[config.mk]
export PLATFORM = sky130hd
export DESIGN_NAME = prog_clk_gen
export DESIGN_NICKNAME = d
export VERILOG_FILES = /design/src/rtl/clk_gen_pkg.sv /design/src/rtl/clk_div_ch.sv /design/src/rtl/prog_clk_gen.sv
export SDC_FILE = /design/constraint.sdc
export NUM_CORES = 2
export LEC_CHECK = 0
export CAP_MARGIN = 40
export CELL_PAD_IN_SITES_DETAIL_PLACEMENT = 1
export CELL_PAD_IN_SITES_GLOBAL_PLACEMENT = 1
export CORE_ASPECT_RATIO = 0.6
export CORE_MARGIN = 5
export CORE_UTILIZATION = 45
export CTS_CLUSTER_DIAMETER = 200
export DETAILED_ROUTE_END_ITERATION = 12
export PLACE_DENSITY = 0.73
export SETUP_SLACK_MARGIN = 0.15
export SLEW_MARGIN = 20
export SYNTH_ARGS = -nofsm -noshare
export SYNTH_HDL_FRONTEND = slang
export SYNTH_SLANG_ARGS = --single-unit
export TNS_END_PERCENT = 5
[constraint.sdc]
create_clock -name clk -period 25 [get_ports clk]
set_clock_uncertainty 0.2 [all_clocks]
set_input_delay 6.25 -clock clk [delete_from_list [all_inputs] [get_ports clk]]
set_output_delay 6.25 -clock clk [all_outputs]
set_load 0.05 [all_outputs]
[src/rtl/clk_gen_pkg.sv]
// Shared constants and types for the programmable clock/tick generator.
// Period constants assume the 40 MHz board clock.
package clk_gen_pkg;

  localparam int CNT_W_DEF = 26;

  localparam int PER_1US   = 40;
  localparam int PER_500MS = 20_000_000;
  localparam int PER_1S    = 40_000_000;
  localparam int PER_LCD   = 512;
  localparam int PER_7SEG  = 65536;

  localparam int DEF_PER_1US = PER_1US;
  localparam int DEF_LOW_1US = PER_1US / 2;

  // What a channel does at the coming edge, in priority order STOP > RESTART > WRAP > COUNT.
  typedef enum logic [1:0] {
    EVT_COUNT   = 2'd0,
    EVT_WRAP    = 2'd1,
    EVT_RESTART = 2'd2,
    EVT_STOP    = 2'd3
  } ch_evt_e;

endpackage

[src/rtl/clk_div_ch.sv]
// One divider channel: period counter, shadow/active period and duty registers,
// and registered clock/tick outputs. Settings only move shadow->active at a period boundary.
module clk_div_ch
  import clk_gen_pkg::*;
#(
  parameter int CNT_W   = CNT_W_DEF,
  parameter int DEF_PER = DEF_PER_1US,
  parameter int DEF_LOW = DEF_LOW_1US
) (
  input  logic             clk,
  input  logic             rst,
  input  logic             en,
  input  logic             wr,
  input  logic             sync,
  input  logic [CNT_W-1:0] cfg_per,
  input  logic [CNT_W-1:0] cfg_low,
  output logic             clk_out,
  output logic             tick
);

  logic [CNT_W-1:0] cnt_q, cnt_d;
  logic [CNT_W-1:0] act_per_q, act_per_d;
  logic [CNT_W-1:0] act_low_q, act_low_d;
  logic [CNT_W-1:0] shd_per_q, shd_per_d;
  logic [CNT_W-1:0] shd_low_q, shd_low_d;
  logic             pend_q, pend_d;
  logic             clk_out_q, clk_out_d;
  logic             tick_q, tick_d;

  logic [CNT_W-1:0] per_eff;
  logic             wrap;
  ch_evt_e          evt;

  // Periods below 2 cannot toggle, so they are clamped.
  function automatic logic [CNT_W-1:0] eff_period(input logic [CNT_W-1:0] per);
    return (per < CNT_W'(2)) ? CNT_W'(2) : per;
  endfunction

  always_comb begin
    per_eff = eff_period(act_per_q);
    wrap    = (cnt_q == per_eff - CNT_W'(1));
    if (!en)       evt = EVT_STOP;
    else if (sync) evt = EVT_RESTART;
    else if (wrap) evt = EVT_WRAP;
    else           evt = EVT_COUNT;
  end

  always_comb begin
    cnt_d     = cnt_q;
    act_per_d = act_per_q;
    act_low_d = act_low_q;
    shd_per_d = shd_per_q;
    shd_low_d = shd_low_q;
    pend_d    = pend_q;
    clk_out_d = 1'b0;
    tick_d    = 1'b0;

    case (evt)
      EVT_STOP, EVT_RESTART: begin
        cnt_d = '0;
        if (pend_q) begin
          act_per_d = shd_per_q;
          act_low_d = shd_low_q;
          pend_d    = 1'b0;
        end
      end
      EVT_WRAP: begin
        cnt_d     = '0;
        clk_out_d = (cnt_q >= act_low_q);
        tick_d    = 1'b1;
        if (pend_q) begin
          act_per_d = shd_per_q;
          act_low_d = shd_low_q;
          pend_d    = 1'b0;
        end
      end
      default: begin
        cnt_d     = cnt_q + CNT_W'(1);
        clk_out_d = (cnt_q >= act_low_q);
      end
    endcase

    // A write landing on the wrap edge bypasses the shadow and takes effect now.
    if (wr) begin
      shd_per_d = cfg_per;
      shd_low_d = cfg_low;
      if (evt == EVT_WRAP) begin
        act_per_d = cfg_per;
        act_low_d = cfg_low;
        pend_d    = 1'b0;
      end else begin
        pend_d    = 1'b1;
      end
    end
  end

  always_ff @(posedge clk or posedge rst) begin
    if (rst) begin
      cnt_q     <= '0;
      act_per_q <= CNT_W'(DEF_PER);
      act_low_q <= CNT_W'(DEF_LOW);
      shd_per_q <= CNT_W'(DEF_PER);
      shd_low_q <= CNT_W'(DEF_LOW);
      pend_q    <= 1'b0;
      clk_out_q <= 1'b0;
      tick_q    <= 1'b0;
    end else begin
      cnt_q     <= cnt_d;
      act_per_q <= act_per_d;
      act_low_q <= act_low_d;
      shd_per_q <= shd_per_d;
      shd_low_q <= shd_low_d;
      pend_q    <= pend_d;
      clk_out_q <= clk_out_d;
      tick_q    <= tick_d;
    end
  end

  assign clk_out = clk_out_q;
  assign tick    = tick_q;

endmodule

[src/rtl/prog_clk_gen.sv]
// N-channel programmable clock/tick generator: independent divider channels
// sharing one configuration bus and a common phase-restart input.
module prog_clk_gen
  import clk_gen_pkg::*;
#(
  parameter int N_CH    = 4,
  parameter int CNT_W   = CNT_W_DEF,
  parameter int DEF_PER = DEF_PER_1US,
  parameter int DEF_LOW = DEF_LOW_1US
) (
  input  logic             clk,
  input  logic             rst,
  input  logic [N_CH-1:0]  ch_en,
  input  logic [N_CH-1:0]  cfg_wr,
  input  logic [CNT_W-1:0] cfg_per,
  input  logic [CNT_W-1:0] cfg_low,
  input  logic             sync,
  output logic [N_CH-1:0]  clk_out,
  output logic [N_CH-1:0]  tick
);

  for (genvar i = 0; i < N_CH; i++) begin : g_ch
    clk_div_ch #(
      .CNT_W   (CNT_W),
      .DEF_PER (DEF_PER),
      .DEF_LOW (DEF_LOW)
    ) u_ch (
      .clk     (clk),
      .rst     (rst),
      .en      (ch_en[i]),
      .wr      (cfg_wr[i]),
      .sync    (sync),
      .cfg_per (cfg_per),
      .cfg_low (cfg_low),
      .clk_out (clk_out[i]),
      .tick    (tick[i])
    );
  end

endmodule

Word level (Yosys, flattened, before mapping) --
Index checks and enable logic that the tools add are counted.
Storage, ports and cells: output and inout port bits 8, register bits after elaboration 532, input bits 63, word-level logic and storage cells 148
Cells by class: add/sub/neg operators 8, magnitude comparators 8, eq/ne operators 16, reduce and logical (&&, ||, !) cells 12, multiplexer cells 72
Operators by type and width (count):
- 26-bit 2-to-1 mux | 40
- 26-bit by 1-bit adder with 26-bit output (second input constant) | 4
- 26-bit == test | 4
- 26-bit >= comparator | 4
- 26-bit by 2-bit < comparator with 1-bit output (second input constant) | 4
- 26-bit by 1-bit subtractor with 26-bit output (second input constant) | 4
- 1-bit 2-to-1 mux | 24
- 2-bit == test (second input constant) | 8
- 2-bit 2-to-1 mux | 8
- 3-bit OR reduction | 4
- 2-bit by 1-bit == test with 1-bit output (second input constant) | 4
- 2-bit nonzero test | 4
- 2-bit OR reduction | 4

Logic depth before layout (Yosys ltp) --
word-level depth 12, depth in mapped cells 19, depth with buffers taken out 14

By module --
Synthesis repeated with hierarchy kept, for this count alone.
Unflattened totals: cell total of the unflattened synthesis 2832, area total of the unflattened synthesis 31151.1 um^2
By module, submodules not included:
- clk_div_ch (g_ch[1].u_ch ...) | area each 7803.7 um^2, cells an instance 656, sequential area each 3338.2 um^2, times used 2
- clk_div_ch (g_ch[0].u_ch) | area each 8049.0 um^2, cells an instance 790, sequential area each 3338.2 um^2, times used 1
- clk_div_ch (g_ch[3].u_ch) | area each 7494.7 um^2, cells an instance 730, sequential area each 3338.2 um^2, times used 1

Worst setup path after synthesis --
Ideal clock, no wire load.
path kind input to register, start in sync, end reg g_ch[2].u_ch.act_per_q[10], buffers on the path 2, stages 9, path slack 16.347 ns, data required time 24.675 ns, setup time 0.125 ns, arrival 8.328 ns, path through clkbuf_1 -> nor2_1 -> o2111ai_1 -> or4b_1 -> or3_1 -> nor4_2 -> nand4_2 -> buf_6 -> mux2_4
Between the ends: cells in the longest elaborated chain, start to end 7, elaborated cells between the ends (all ways) 9, classes of those cells eq/ne (3); mux (5); reduce/logical (1)
Ends and longest elaborated chain:
- start, declared | RTL line prog_clk_gen.sv:17 | input logic sync,
- 2-bit 2-to-1 mux (*) | RTL line clk_div_ch.sv:43 | else if (sync) evt = EVT_RESTART;
- 2-bit 2-to-1 mux (*) | RTL line clk_div_ch.sv:42 | if (!en) evt = EVT_STOP;
- 2-bit == test or 2-bit by 1-bit == test with 1-bit output (tied branches) | RTL line clk_div_ch.sv:58, clk_div_ch.sv:87
- 3-bit OR reduction (no source line)
- 26-bit 2-to-1 mux
- 26-bit 2-to-1 mux | RTL line clk_div_ch.sv:87 | if (evt == EVT_WRAP) begin
- 26-bit 2-to-1 mux (*) | RTL line clk_div_ch.sv:84 | if (wr) begin
- named net g_ch[2].u_ch.act_per_d[10] | RTL line clk_div_ch.sv:22 | logic [CNT_W-1:0] act_per_q, act_per_d;
- end signal, assigned | RTL line clk_div_ch.sv:100 | act_per_q <= CNT_W'(DEF_PER);
- end signal, assigned | RTL line clk_div_ch.sv:109 | act_per_q <= act_per_d;
- end, declared | RTL line clk_div_ch.sv:22
The timed path passes the listed nets; every way through them passes the cells marked *. A chain may end at the register's enable or synchronous reset.

Worst setup path in the final report --
start in sync, end reg g_ch[2].u_ch.act_per_q[20]
Same word-level chain as after synthesis.

==> impl_metrics.ini <==
[critical_path]
r2r_start = g_ch[2].u_ch.act_per_q[13]
cp-end-kind = flip-flop
reg2reg_slack_ns = 18.36
startpoint_type = input pin
endpoint = g_ch[2].u_ch.act_per_q[20]
path_class = in -> reg
arrival_ns = 9.82
r2r_cells = 15
crit_fanout = 30
critical_path.startpoint = sync
r2r_end = g_ch[2].u_ch.act_per_q[20]
required_ns = 25.31

[place]
portBuffers = 70
dp_hpwl_um = 72700
dp.cells = 3566
gp_congestion = 0.915

[timing]
setup_tns_ns = 0
rsz0062_at_grt = no
fmax_mhz = 105
slew_headroom_pct = 36.1
tightest_slew_ns = 0.956
finalHoldViolCount = 0
drv_slew = 0
finalCriticalPeriod_ns = 9.51
finalSetupViolations = 0
finalCritPeriodShare_pct = 38.0

[synth]
synth.area.top_cells = dfrtp_1, mux2_2, mux2i_1
synth-seq-cells = 532
syn-cell-area_um2 = 30300
synthCells = 2672
syn_area_per_cell_um2 = 11.3
synth_top_area_share_pct = 41.4
yosysWarnings = 0
ys_seq_area_share_pct = 44.1
syn_nets = 2847
synth-async-reset-ratio_pct = 100
synth_top_flop_cell = dfrtp_1
post-synth-top-area-cell = dfrtp_1
synth_cell_types = 85
synth_edf_count = 0

[outcome]
status = finished, final reports clean

[route]
firstDrtPassIters = 5
vias = 21900
postRouteAntennaNets = 0
wl_per_cell_um = 27.4
via_per_inst = 5.95
routed_wl_um = 101000
drc = 0
drtIter0Drc = 1415

[layout]
num-nets-final = 2905
register_area_um2 = 13400
multiInputGateArea_um2 = 15700
fin_cells = 3677
final_cell_mix = dfrtp_1, mux2_2, mux2i_1
fillCellCount = 6991
final_common_cell = dfrtp_1
syn2layout_area_growth_pct = 11.6
drive_gt1_share_pct = 20.6

[clock_network]
post_cts.repair.setup_buffers = 0
cts_resized = 0
tritoncts = yes
clockRootBuffer = clkbuf_16
ctsHtreeMaxLevel = 2
clk_latency_ns = 0.63
clk_pin_slew_worst_paths_ns = 0.06
cts_hold_buf = 0
clock_sinks = 532
numCtsBuffers = 52
cts_max_path_buffers = 3

[global_routing]
grt_pass1_vias = 23200
grt_pass1_wl_um = 151000
track_usage_pct = 27.6
grt_max_degree = 181
antenna_found_initial = 10
overflow = 0

[floorplanning]
die_area_um2 = 72700
die_h_um = 211
die_w_um = 345
ioPinCount = 71
core_area_um2 = 66400
initial_core_util_pct = 45.6
rows = 73

[power]
max-vdd-ir-drop_mv = 0.0445
leakage_uw = 0.0152
p_per_area_nw_per_um2 = 69.7

[worst_hold_path]
holdPathStages = 1
hold_path.class = reg -> reg

[job]
drv_cap = 0
registers in the layout (all words and copies together) (netlist names):
register and flops:
g_ch.u_ch.clk_out 4, g_ch.u_ch.shd_low_q 104, g_ch.u_ch.shd_per_q 104, g_ch.u_ch.act_per_q 104, g_ch.u_ch.tick 4, g_ch.u_ch.act_low_q 104, g_ch.u_ch.pend_q 4, g_ch.u_ch.cnt_q 104
worst min-delay path by stage:
stage | start | to
after floorplan | g_ch[0].u_ch.cnt_q[0] | g_ch[0].u_ch.cnt_q[0]
after CTS | g_ch[2].u_ch.shd_per_q[16] | g_ch[2].u_ch.shd_per_q[16]
after detailed placement | g_ch[2].u_ch.shd_per_q[16] | g_ch[2].u_ch.shd_per_q[16]
after global placement | g_ch[2].u_ch.shd_per_q[16] | g_ch[2].u_ch.shd_per_q[16]
after global routing | g_ch[2].u_ch.shd_per_q[6] | g_ch[2].u_ch.shd_per_q[6]
final | g_ch[2].u_ch.shd_per_q[9] | g_ch[2].u_ch.shd_per_q[9]
synthesized netlist by cell type (all sizes together), types with 24 or more instances:
cell	instances
xor2	102
inv	157
or3	24
buf	66
and3	37
xnor2	115
nor3	58
nor4	41
a21oi	39
clkbuf	44
mux2i	209
nand2	75
nor2b	34
o21ai	34
nand4	49
ha	112
mux2	426
a21o	29
nor2	185
dfrtp	500
dfstp	32
nand3	76
critical path, cell delays in order:
cell             delay (ns)
clkdlybuf4s50_1        0.43
buf_4                  0.25
nor2_1                 0.13
o2111ai_1              0.13
or4b_1                 0.50
or3_1                  0.33
nor4_2                 0.26
nand4_4                0.56
buf_4                  0.54
mux2_4                 0.37
kinds of logic (layout without fill, tap and decap cells):
group,count (synthesis),after routing,synth area share [%]
and+or+nand+nor,678,678,11.9
AOI/OAI and AO/OA,230,230,5.55
adders and majority gates,113,113,4.66
other,0,3,0
DFF,532,532,44.1
buffers and inverters,267,369,4.11
muxes,635,635,23.4
xor gates and xnor gates,217,217,6.28
metal layers:
metal / part of all wire [%] / vias to the layer above / wire length [um] / track usage (%)
met5: 0 / - / 0 / 0
li1: - / 9675 / - / -
met3: 7.0 / 148 / 7010 / 5.93
met2: 42 / 564 / 42100 / 39.9
met4: 3.3 / 0 / 3340 / 9.05
met1: 48 / 11500 / 48200 / 41.1
through the flow:
| step | total power, uW | util, % | setup slack [ns] | cell area, um2 | hold slack [ns] |
|---|---|---|---|---|---|
| final | 2350 | 50.9 | 15.49 | 33800 | 0.301 |
| after global routing | 2460 | 50.9 | 15.35 | 33800 | 0.318 |
| after CTS | 2360 | 50.6 | 15.53 | 33600 | 0.305 |
| after detailed placement | 1530 | 48.0 | 14.86 | 31900 | 0.291 |
| after global placement | 1490 | 47.6 | 14.92 | 31600 | 0.284 |
| after floorplan | 1360 | - | 3.74 | 30300 | 0.267 |
area by class of cell:
type | instances | share of cell area [%]
Inverter | 157 | 1.77
Tap cell | 900 | 3.33
Sequential cell | 532 | 39.5
Clock inverter | 22 | 0.678
Antenna cell | 3 | 0.0222
Multi-Input combinational cell | 1873 | 46.5
Timing Repair Buffer | 114 | 3.76
Clock buffer | 76 | 4.42
power breakdown:
part	internal (uW)	switching, uW
clock network	457	366
logic	212	239
registers	965	116
No activity file was read; power rests on OpenSTA's default activity.
